### config.mk
export PLATFORM = sky130hd
export DESIGN_NAME = fir_decimator
export DESIGN_NICKNAME = d
export VERILOG_FILES = /design/src/rtl/fir_pkg.sv /design/src/rtl/sync_fifo.sv /design/src/rtl/fir_decimator.sv
export SDC_FILE = /design/constraint.sdc
export NUM_CORES = 1
export LEC_CHECK = 0
export ABC_AREA = 1
export CAP_MARGIN = 20
export CORE_ASPECT_RATIO = 0.5
export CORE_MARGIN = 4
export CORE_UTILIZATION = 50
export CTS_BUF_LIST = sky130_fd_sc_hd__clkbuf_4 sky130_fd_sc_hd__clkbuf_8
export CTS_CLUSTER_SIZE = 16
export DETAILED_ROUTE_END_ITERATION = 10
export PLACE_DENSITY = 0.69
export SLEW_MARGIN = 30
export SYNTH_ARGS = -nofsm -noshare
export SYNTH_HDL_FRONTEND = slang
export SYNTH_SLANG_ARGS = --single-unit
### constraint.sdc
create_clock -name clk -period 6 [get_ports clk]
set_input_delay 1.2 -clock clk [delete_from_list [all_inputs] [get_ports clk]]
set_output_delay 1.2 -clock clk [all_outputs]
set_load 0.005 [all_outputs]
### src/rtl/fir_pkg.sv
// Shared definitions for the fir filter chain: sample width and sample type.
package fir_pkg;

  localparam int unsigned SAMPLE_W = 16;

  typedef logic signed [SAMPLE_W-1:0] sample_t;

endpackage

### src/rtl/sync_fifo.sv
// First-word-fall-through FIFO; the head entry is visible on dout while non-empty.
module sync_fifo #(
  parameter int unsigned WIDTH = 16,
  parameter int unsigned DEPTH = 8
) (
  input  logic                       clk,
  input  logic                       rst,
  input  logic                       push,
  input  logic                       pop,
  input  logic [WIDTH-1:0]           din,
  output logic [WIDTH-1:0]           dout,
  output logic [$clog2(DEPTH+1)-1:0] count,
  output logic                       full,
  output logic                       empty
);

  localparam int unsigned PtrW = $clog2(DEPTH);
  localparam int unsigned CntW = $clog2(DEPTH+1);

  logic [WIDTH-1:0] mem_q [DEPTH];
  logic [WIDTH-1:0] mem_d [DEPTH];
  logic [PtrW-1:0]  wr_ptr_q, wr_ptr_d;
  logic [PtrW-1:0]  rd_ptr_q, rd_ptr_d;
  logic [CntW-1:0]  count_q, count_d;
  logic             push_ok, pop_ok;

  assign empty = (count_q == '0);
  assign full  = (count_q == CntW'(DEPTH));
  assign count = count_q;
  assign dout  = empty ? '0 : mem_q[rd_ptr_q];

  // A full FIFO still accepts a write when the head leaves in the same cycle.
  assign pop_ok  = pop && !empty;
  assign push_ok = push && (!full || pop_ok);

  always_comb begin
    mem_d    = mem_q;
    wr_ptr_d = wr_ptr_q;
    rd_ptr_d = rd_ptr_q;
    count_d  = count_q;
    if (push_ok) begin
      mem_d[wr_ptr_q] = din;
      wr_ptr_d        = wr_ptr_q + PtrW'(1);
    end
    if (pop_ok) begin
      rd_ptr_d = rd_ptr_q + PtrW'(1);
    end
    unique case ({push_ok, pop_ok})
      2'b10:   count_d = count_q + CntW'(1);
      2'b01:   count_d = count_q - CntW'(1);
      default: count_d = count_q;
    endcase
  end

  always_ff @(posedge clk or posedge rst) begin
    if (rst) begin
      for (int i = 0; i < DEPTH; i++) begin
        mem_q[i] <= '0;
      end
      wr_ptr_q <= '0;
      rd_ptr_q <= '0;
      count_q  <= '0;
    end else begin
      mem_q    <= mem_d;
      wr_ptr_q <= wr_ptr_d;
      rd_ptr_q <= rd_ptr_d;
      count_q  <= count_d;
    end
  end

endmodule

### src/rtl/fir_decimator.sv
// Keeps one fir output sample in every DECIM and buffers it for a ready/valid consumer,
// flagging kept samples lost to a full buffer.
module fir_decimator
  import fir_pkg::*;
#(
  parameter int unsigned SAMPLE_W = fir_pkg::SAMPLE_W,
  parameter int unsigned DECIM    = 4,
  parameter int unsigned DEPTH    = 8
) (
  input  logic                       clk,
  input  logic                       rst,
  input  logic                       in_valid,
  input  logic signed [SAMPLE_W-1:0] in_sample,
  output logic                       out_valid,
  input  logic                       out_ready,
  output logic signed [SAMPLE_W-1:0] out_sample,
  output logic [$clog2(DEPTH+1)-1:0] level,
  output logic                       overflow,
  input  logic                       ovf_clr
);

  localparam int unsigned PhaseW = (DECIM > 1) ? $clog2(DECIM) : 1;
  localparam logic [PhaseW-1:0] PhaseMax = PhaseW'(DECIM - 1);

  if ((DECIM == 0) || (DECIM > 256)) begin : g_bad_decim
    $fatal(1, "fir_decimator: DECIM must be in 1..256");
  end
  if ((DEPTH < 2) || ((DEPTH & (DEPTH - 1)) != 0)) begin : g_bad_depth
    $fatal(1, "fir_decimator: DEPTH must be a power of two >= 2");
  end

  logic [PhaseW-1:0] phase_q, phase_d;
  logic              overflow_q, overflow_d;
  logic              keep, push, pop, drop;
  logic              fifo_full, fifo_empty;

  assign keep = in_valid && (phase_q == '0);
  assign pop  = out_valid && out_ready;
  assign push = keep && (!fifo_full || pop);
  assign drop = keep && fifo_full && !pop;

  always_comb begin
    phase_d    = phase_q;
    overflow_d = overflow_q;
    if (in_valid) begin
      phase_d = (phase_q == PhaseMax) ? '0 : phase_q + PhaseW'(1);
    end
    // A new drop outranks a clear arriving in the same cycle.
    if (drop) begin
      overflow_d = 1'b1;
    end else if (ovf_clr) begin
      overflow_d = 1'b0;
    end
  end

  always_ff @(posedge clk or posedge rst) begin
    if (rst) begin
      phase_q    <= '0;
      overflow_q <= 1'b0;
    end else begin
      phase_q    <= phase_d;
      overflow_q <= overflow_d;
    end
  end

  sync_fifo #(
    .WIDTH (SAMPLE_W),
    .DEPTH (DEPTH)
  ) u_fifo (
    .clk   (clk),
    .rst   (rst),
    .push  (push),
    .pop   (pop),
    .din   (in_sample),
    .dout  (out_sample),
    .count (level),
    .full  (fifo_full),
    .empty (fifo_empty)
  );

  assign out_valid = !fifo_empty;
  assign overflow  = overflow_q;

endmodule

# Word level (Yosys, flattened, before mapping)
# Index checks and enable logic that the tools add are counted.
[op_classes] n_addsub=5 magnitude_cmp=3 eq_ne=4 mux=11 bitwise_logic=2 n_reduce_logical=17
[ops] cell="bitwise mux 128 bit" n=1
[ops] cell="two-way mux 16 bit" n=4
[ops] cell="binary-select mux 16 bit (select 3 bit)" n=1
[ops] cell="demux 16 bit (select 3 bit)" n=1
[ops] cell="greater-or-equal comparator 4 bit, second input constant" n=2
[ops] cell="logical AND 1 bit" n=8
[ops] cell="inverter 3 -> 4 bit" n=2
[ops] cell="one-hot mux 4 bit (2 select lines)" n=1
[ops] cell="adder 3 x 1 -> 3 bit, second input constant" n=2
[ops] cell="adder 4 x 1 -> 4 bit, second input constant" n=1
[ops] cell="equality test 2 bit, second input constant" n=2
[ops] cell="equality test 4 bit, second input constant" n=1
[ops] cell="logical NOT 4 bit" n=1
[ops] cell="less-than comparator 4 x 1 -> 1 bit, second input constant" n=1
[ops] cell="nonzero test 2 bit" n=2
[ops] cell="subtractor 4 x 1 -> 4 bit, second input constant" n=1
[ops] cell="logical NOT 1 bit" n=3
[ops] cell="adder 2 x 1 -> 2 bit, second input constant" n=1
[ops] cell="equality test 2 x 1 -> 1 bit, second input constant" n=1
[ops] cell="logical NOT 2 bit" n=1
[ops] cell="logical OR 1 bit" n=2
[ops] cell="two-way mux 1 bit" n=2
[ops] cell="two-way mux 2 bit" n=1
[totals] reg_bits=141 in_bits=21 output_inout_bits=22

# Longest topological paths before layout
[logic_depth] ltp_word=8 depth_mapped=14 ltp_nobuf=14

# By module
# Synthesis repeated with hierarchy kept, for this count alone.
[hier_totals] cells_unflattened=789 area_unflattened_um2=6841.6
[by_module_without_submodules] mod="sync_fifo" n_inst=1 cells_per_inst=765 area_per_inst_um2=6658.9 seq_area_each_um2=3453.3
[by_module_without_submodules] mod="fir_decimator" n_inst=1 cells_per_inst=24 area_per_inst_um2=182.7 seq_area_each_um2=75.1

# Least setup slack after synthesis
# Ideal clock, no wire load.
[synth_timing] path_kind="input to register" startpoint="input port out_ready" endpoint="register u_fifo.count_q[2], in the netlist u_fifo.count[2]" setup_ns=0.129 arrival_ns=2.348 t_required_ns=5.871 setup_slack_ns=3.522 cell_stages=11 n_path_buf=0 cell_sequence="nor2_1 > nand3_2 > nand2_4 > ha_1 > nand2_1 > inv_1 > nor2_1 > ha_1 > a21oi_1 > xor2_1 > o21ai_0"
[synth_via] elab_chain_len=6 elab_cells_between_ends=10 cone_classes="eq/ne: 2; mux: 1; reduce/logical: 7"
[synth_rtl] item="from (decl)" line="fir_decimator.sv:15" rtl="input logic out_ready,"
[synth_rtl] item="logical AND 1 bit (*)" line="fir_decimator.sv:38" rtl="assign pop = out_valid && out_ready;"
[synth_rtl] item="logical OR 1 bit or logical AND 1 bit (tied branches)" line="fir_decimator.sv:39, sync_fifo.sv:33"
[synth_rtl] item="logical AND 1 bit or logical OR 1 bit (tied branches)" line="fir_decimator.sv:39, sync_fifo.sv:34"
[synth_rtl] item="logical AND 1 bit" line="sync_fifo.sv:34" rtl="assign push_ok = push && (!full || pop_ok);"
[synth_rtl] item="equality test 2 x 1 -> 1 bit or equality test 2 bit (tied branches)" line="sync_fifo.sv:48" rtl="unique case ({push_ok, pop_ok})"
[synth_rtl] item="one-hot mux 4 bit (2 select lines) or nonzero test 2 bit (tied branches)"
[synth_rtl] item="to (signal assigned)" line="sync_fifo.sv:67" rtl="count_q <= count_d;"
[synth_rtl] item="to (decl)" line="sync_fifo.sv:24" rtl="logic [CntW-1:0] count_q, count_d;"
# Mark *: on every way between the ends. The rest lies on a longest branch, timed or not.
# A chain may end at the register's enable or synchronous reset.

# Final worst setup path
[layout_timing] startpoint="register u_fifo.rd_ptr_q[1]" endpoint="output port out_sample[2]"
[layout_via] elab_chain_len=5
[layout_rtl] item="from (decl)" line="sync_fifo.sv:23" rtl="logic [PtrW-1:0] rd_ptr_q, rd_ptr_d;"
[layout_rtl] item="from (signal assigned)" line="sync_fifo.sv:66" rtl="rd_ptr_q <= rd_ptr_d;"
[layout_rtl] item="inverter 3 -> 4 bit (implied by the code)" line="sync_fifo.sv:30" rtl="assign dout = empty ? '0 : mem_q[rd_ptr_q];"
[layout_rtl] item="binary-select mux 16 bit (select 3 bit)" line="sync_fifo.sv:30"
[layout_rtl] item="two-way mux 16 bit (implied by the code) (2 in a row)" line="sync_fifo.sv:30"
[layout_rtl] item="two-way mux 16 bit" line="sync_fifo.sv:30"
[layout_rtl] item="to (decl)" line="fir_decimator.sv:16" rtl="output logic signed [SAMPLE_W-1:0] out_sample,"
# Every way passes these cells. The select of a mux whose other input is x is not followed.

==> results.py <==
metrics = {
    "outcome": {
        "status": "finished clean",
    },
    "yosys": {
        "synth_most_common_cell": "nand2_1",
        "synth_fa_ha_area_share_pct": 1.32,
        "synth_top_area_cell": "dfrtp_1",
        "synth_top_family_by_area": "compound AO/OA/AOI/OAI gates",
        "synthFlopType": "dfrtp_1",
        "yosys.area_share.simple_pct": 18.5,
        "synth_edf_count": 0,
        "yosysWarnings": 0,
        "synth_cell_types": 24,
        "synth_xor_area_share_pct": 0.921,
        "synth_area_per_cell_um2": 8.55,
        "synth_fp_nets": 806,
        "yosys-top-cells-count": "nand2_1 (170), dfrtp_1 (141), nor2_1 (125)",
        "synth_area_um2": 6660,
        "yosysSeqAreaShare_pct": 53.0,
        "synthTopCellsByArea": "dfrtp_1 (53%), nand2_1 (9.6%), o21ai_1 (8.0%)",
        "synthArstFlopShare_pct": 100,
        "synth-compound-area-share_pct": 18.7,
        "synthCells": 778,
        "synthMuxAreaShare_pct": 0,
        "synth_top_area_share_pct": 53.0,
        "synth_seq_cells": 141,
    },
    "timing": {
        "setup_viol": 0,
        "grt_setup_unrepaired": "no",
        "fmax_mhz": 236,
        "relSlewSlack_pct": 33.0,
        "finalSetupTns_ns": 0,
        "min_period_ns": 4.23,
        "tightest_slew_ns": 1.00,
        "fin_crit_sh_pct": 70.5,
        "finalClockSkew_ns": 0.00973,
        "hold_violations": 0,
        "maxSlewViolCount": 0,
    },
    "clocking": {
        "clk_path_buf_depth": 2,
        "cts.sinks": 141,
        "cts_tree": "built",
        "cts_resized": 0,
        "clock_latency_ns": 0.45,
        "cts_made_buffers": 17,
        "post_cts_buffers": 0,
        "clockRootBuffer": "clkbuf_8",
        "cts_htree_levels": 4,
        "ctsHoldBuffers": 0,
        "cts.clk_slew.worst_paths_ns": 0.08,
    },
    "grt": {
        "gr-total-overflow": 0,
        "grt_max_degree": 101,
        "antenna_found_initial": 0,
        "grt_usage_pct": 22.7,
        "grt_pass1_wl_mm": 26.8,
        "first_global_vias": 5221,
    },
    "critical_path": {
        "worst_ep_required_time_ns": 4.80,
        "arrival_ns": 3.03,
        "worstSetupStartpointType": "flop",
        "crit_top_cell": "nor2_1",
        "cp_slowest_cell": "inv_1",
        "cp_cell_sequence": "buf_4 -> inv_1 -> o21ai_0 -> o22ai_1 -> nor2_1 -> nor2_1 -> clkdlybuf4s50_1",
        "reg2reg_from": "u_fifo.count[1]$_DFFE_PP0P_",
        "worstSetupPathType": "reg -> out",
        "r2r_slack_ns": 3.10,
        "slowest_delay_ns": 0.60,
        "crit_path_end_kind": "primary output",
        "reg2reg_depth": 12,
        "critPathMaxFanout": 44,
        "r2r-end": "u_fifo.count[2]$_DFFE_PP0P_",
    },
    "die": {
        "rows": 29,
        "core_area_um2": 12800,
        "initial_core_util_pct": 51.8,
        "ios": 43,
        "die-area_um2": 15300,
        "die_w_um": 171,
        "die_h_um": 89.6,
    },
    "pwr": {
        "vdd.ir_drop.worst_mv": 0.267,
        "powerDensity_nw_per_um2": 579,
        "total_power_mw": 4.28,
        "p_leak_nw": 3.53,
    },
    "route": {
        "vias": 5398,
        "finalWirelength_mm": 16.1,
        "wl_per_cell_um": 16.5,
        "routed_via_density": 5.53,
        "ant_nets": 0,
        "drt_iter0_drc": 511,
        "first_pass_iters": 5,
        "remaining_drc_errors": 0,
    },
    "finish": {
        "post-route-util_pct": 57.6,
        "diodes": 0,
        "synthToLayoutAreaGrowth_pct": 11.2,
        "fin_area_um2": 7400,
        "nets": 823,
        "finalNonFillerCells": 977,
        "layout-drive-gt1-share_pct": 7.06,
        "fill_cells": 1182,
    },
    "placement": {
        "place_congestion": 0.795,
        "dpl_cell_area_um2": 6960,
        "place_inst": 946,
        "hpwl_mm": 9.20,
        "placement.io_buffers": 42,
    },
    "min_path": {
        "hp-class": "reg -> reg",
        "hold_path_end": "u_fifo.mem_q[82]$_DFFE_PP0P_",
        "worstHoldStart": "u_fifo.mem_q[82]$_DFFE_PP0P_",
        "whs_path_depth": 2,
    },
    "flow_run": {
        "maxCapViolations": 0,
    },
}
-- worst max-delay path by stage --
stage | startpoint | endpoint | slack (ns) | cells past startpoint
2_1_floorplan | rst | overflow$_DFFE_PP0P_ | 1.02 | 1
3_3_place_gp | u_fifo.rd_ptr_q[1]$_DFFE_PP0P_ | out_sample[5] | 2.41 | 7
3_5_place_dp | u_fifo.rd_ptr_q[1]$_DFFE_PP0P_ | out_sample[5] | 2.36 | 7
4_1_cts | u_fifo.rd_ptr_q[1]$_DFFE_PP0P_ | out_sample[2] | 1.78 | 7
5_1_grt | u_fifo.rd_ptr_q[1]$_DFFE_PP0P_ | out_sample[2] | 1.68 | 7
6_report | u_fifo.rd_ptr_q[1]$_DFFE_PP0P_ | out_sample[2] | 1.77 | 7
-- worst max-delay path: cells and delay by family (launching register included) --
family	cells	cell delay [ns]
AO/OA/AOI/OAI	2	0.45
buffers and inverters	3	1.43
flip-flops	1	0.46
AND/OR/NAND/NOR	2	0.22
-- kinds of logic after synthesis --
| group | count (synthesis) |
|---|---|
| buffers and inverters | 83 |
| adder cells (fa/ha/maj) | 7 |
| flip-flops | 141 |
| AO/OA/AOI/OAI | 232 |
| AND/OR/NAND/NOR | 308 |
| XOR/XNOR | 7 |
-- stage by stage --
| stage | setup slack [ns] | hold WS (ns) |
|---|---|---|
| finish | 1.77 | 0.485 |
| CTS | 1.78 | 0.483 |
| global placement | 2.41 | 0.459 |
| global route | 1.68 | 0.506 |
| detailed placement | 2.36 | 0.465 |
| floorplan | 1.02 | 0.450 |
-- placed cells by master, fill, tap and decap left out --
cell / count
nand2_1: 169
nand2_4: 8
o211ai_1: 16
a21oi_1: 1
xnor2_1: 3
xor2_1: 4
nand3_2: 1
clkbuf_4: 1
o21ai_2: 6
clkinv_2: 3
inv_8: 1
nand2_2: 1
bufinv_16: 4
inv_1: 30
clkinv_1: 1
nor2_1: 125
dfrtp_2: 1
clkbuf_8: 19
o22ai_1: 17
ha_1: 7
o21ai_1: 106
clkinvlp_4: 3
buf_4: 6
o21ai_0: 86
clkinv_4: 1
dfrtp_1: 140
inv_2: 1
nand3_1: 3
clkdlybuf4s50_1: 42
nor2_2: 1
-- layer usage --
metal  part of all wire [%]  global-route usage [%]
met5                      0                       0
met4                    1.9                    8.34
met3                    5.2                    3.63
met2                     44                    36.7
met1                     49                    31.8
-- power breakdown --
part / switching [mW] / leakage, nW / internal (mW)
combinational: 1.03 / 1.52 / 0.777
sequential: 0.270 / 1.80 / 1.36
clock: 0.373 / 0.214 / 0.475
total: 1.67 / 3.53 / 2.62
-- final cells by class --
type	count	area [µm²]	share of cell area, %
Clock buffer	20	269	3.64
Clock inverter	11	166	2.25
Inverter	33	131	1.78
Multi-Input combinational cell	554	2630	35.5
Sequential cell	141	3530	47.7
Tap cell	170	213	2.87
Timing Repair Buffer	48	465	6.29
-- flip-flops by register name (all words and copies together), names as in the netlist --
signal,count
phase_q,2
u_fifo.mem_q,128
u_fifo.count,4
overflow,1
u_fifo.rd_ptr_q,3
u_fifo.wr_ptr_q,3
Power figures use the tool's default switching activity.
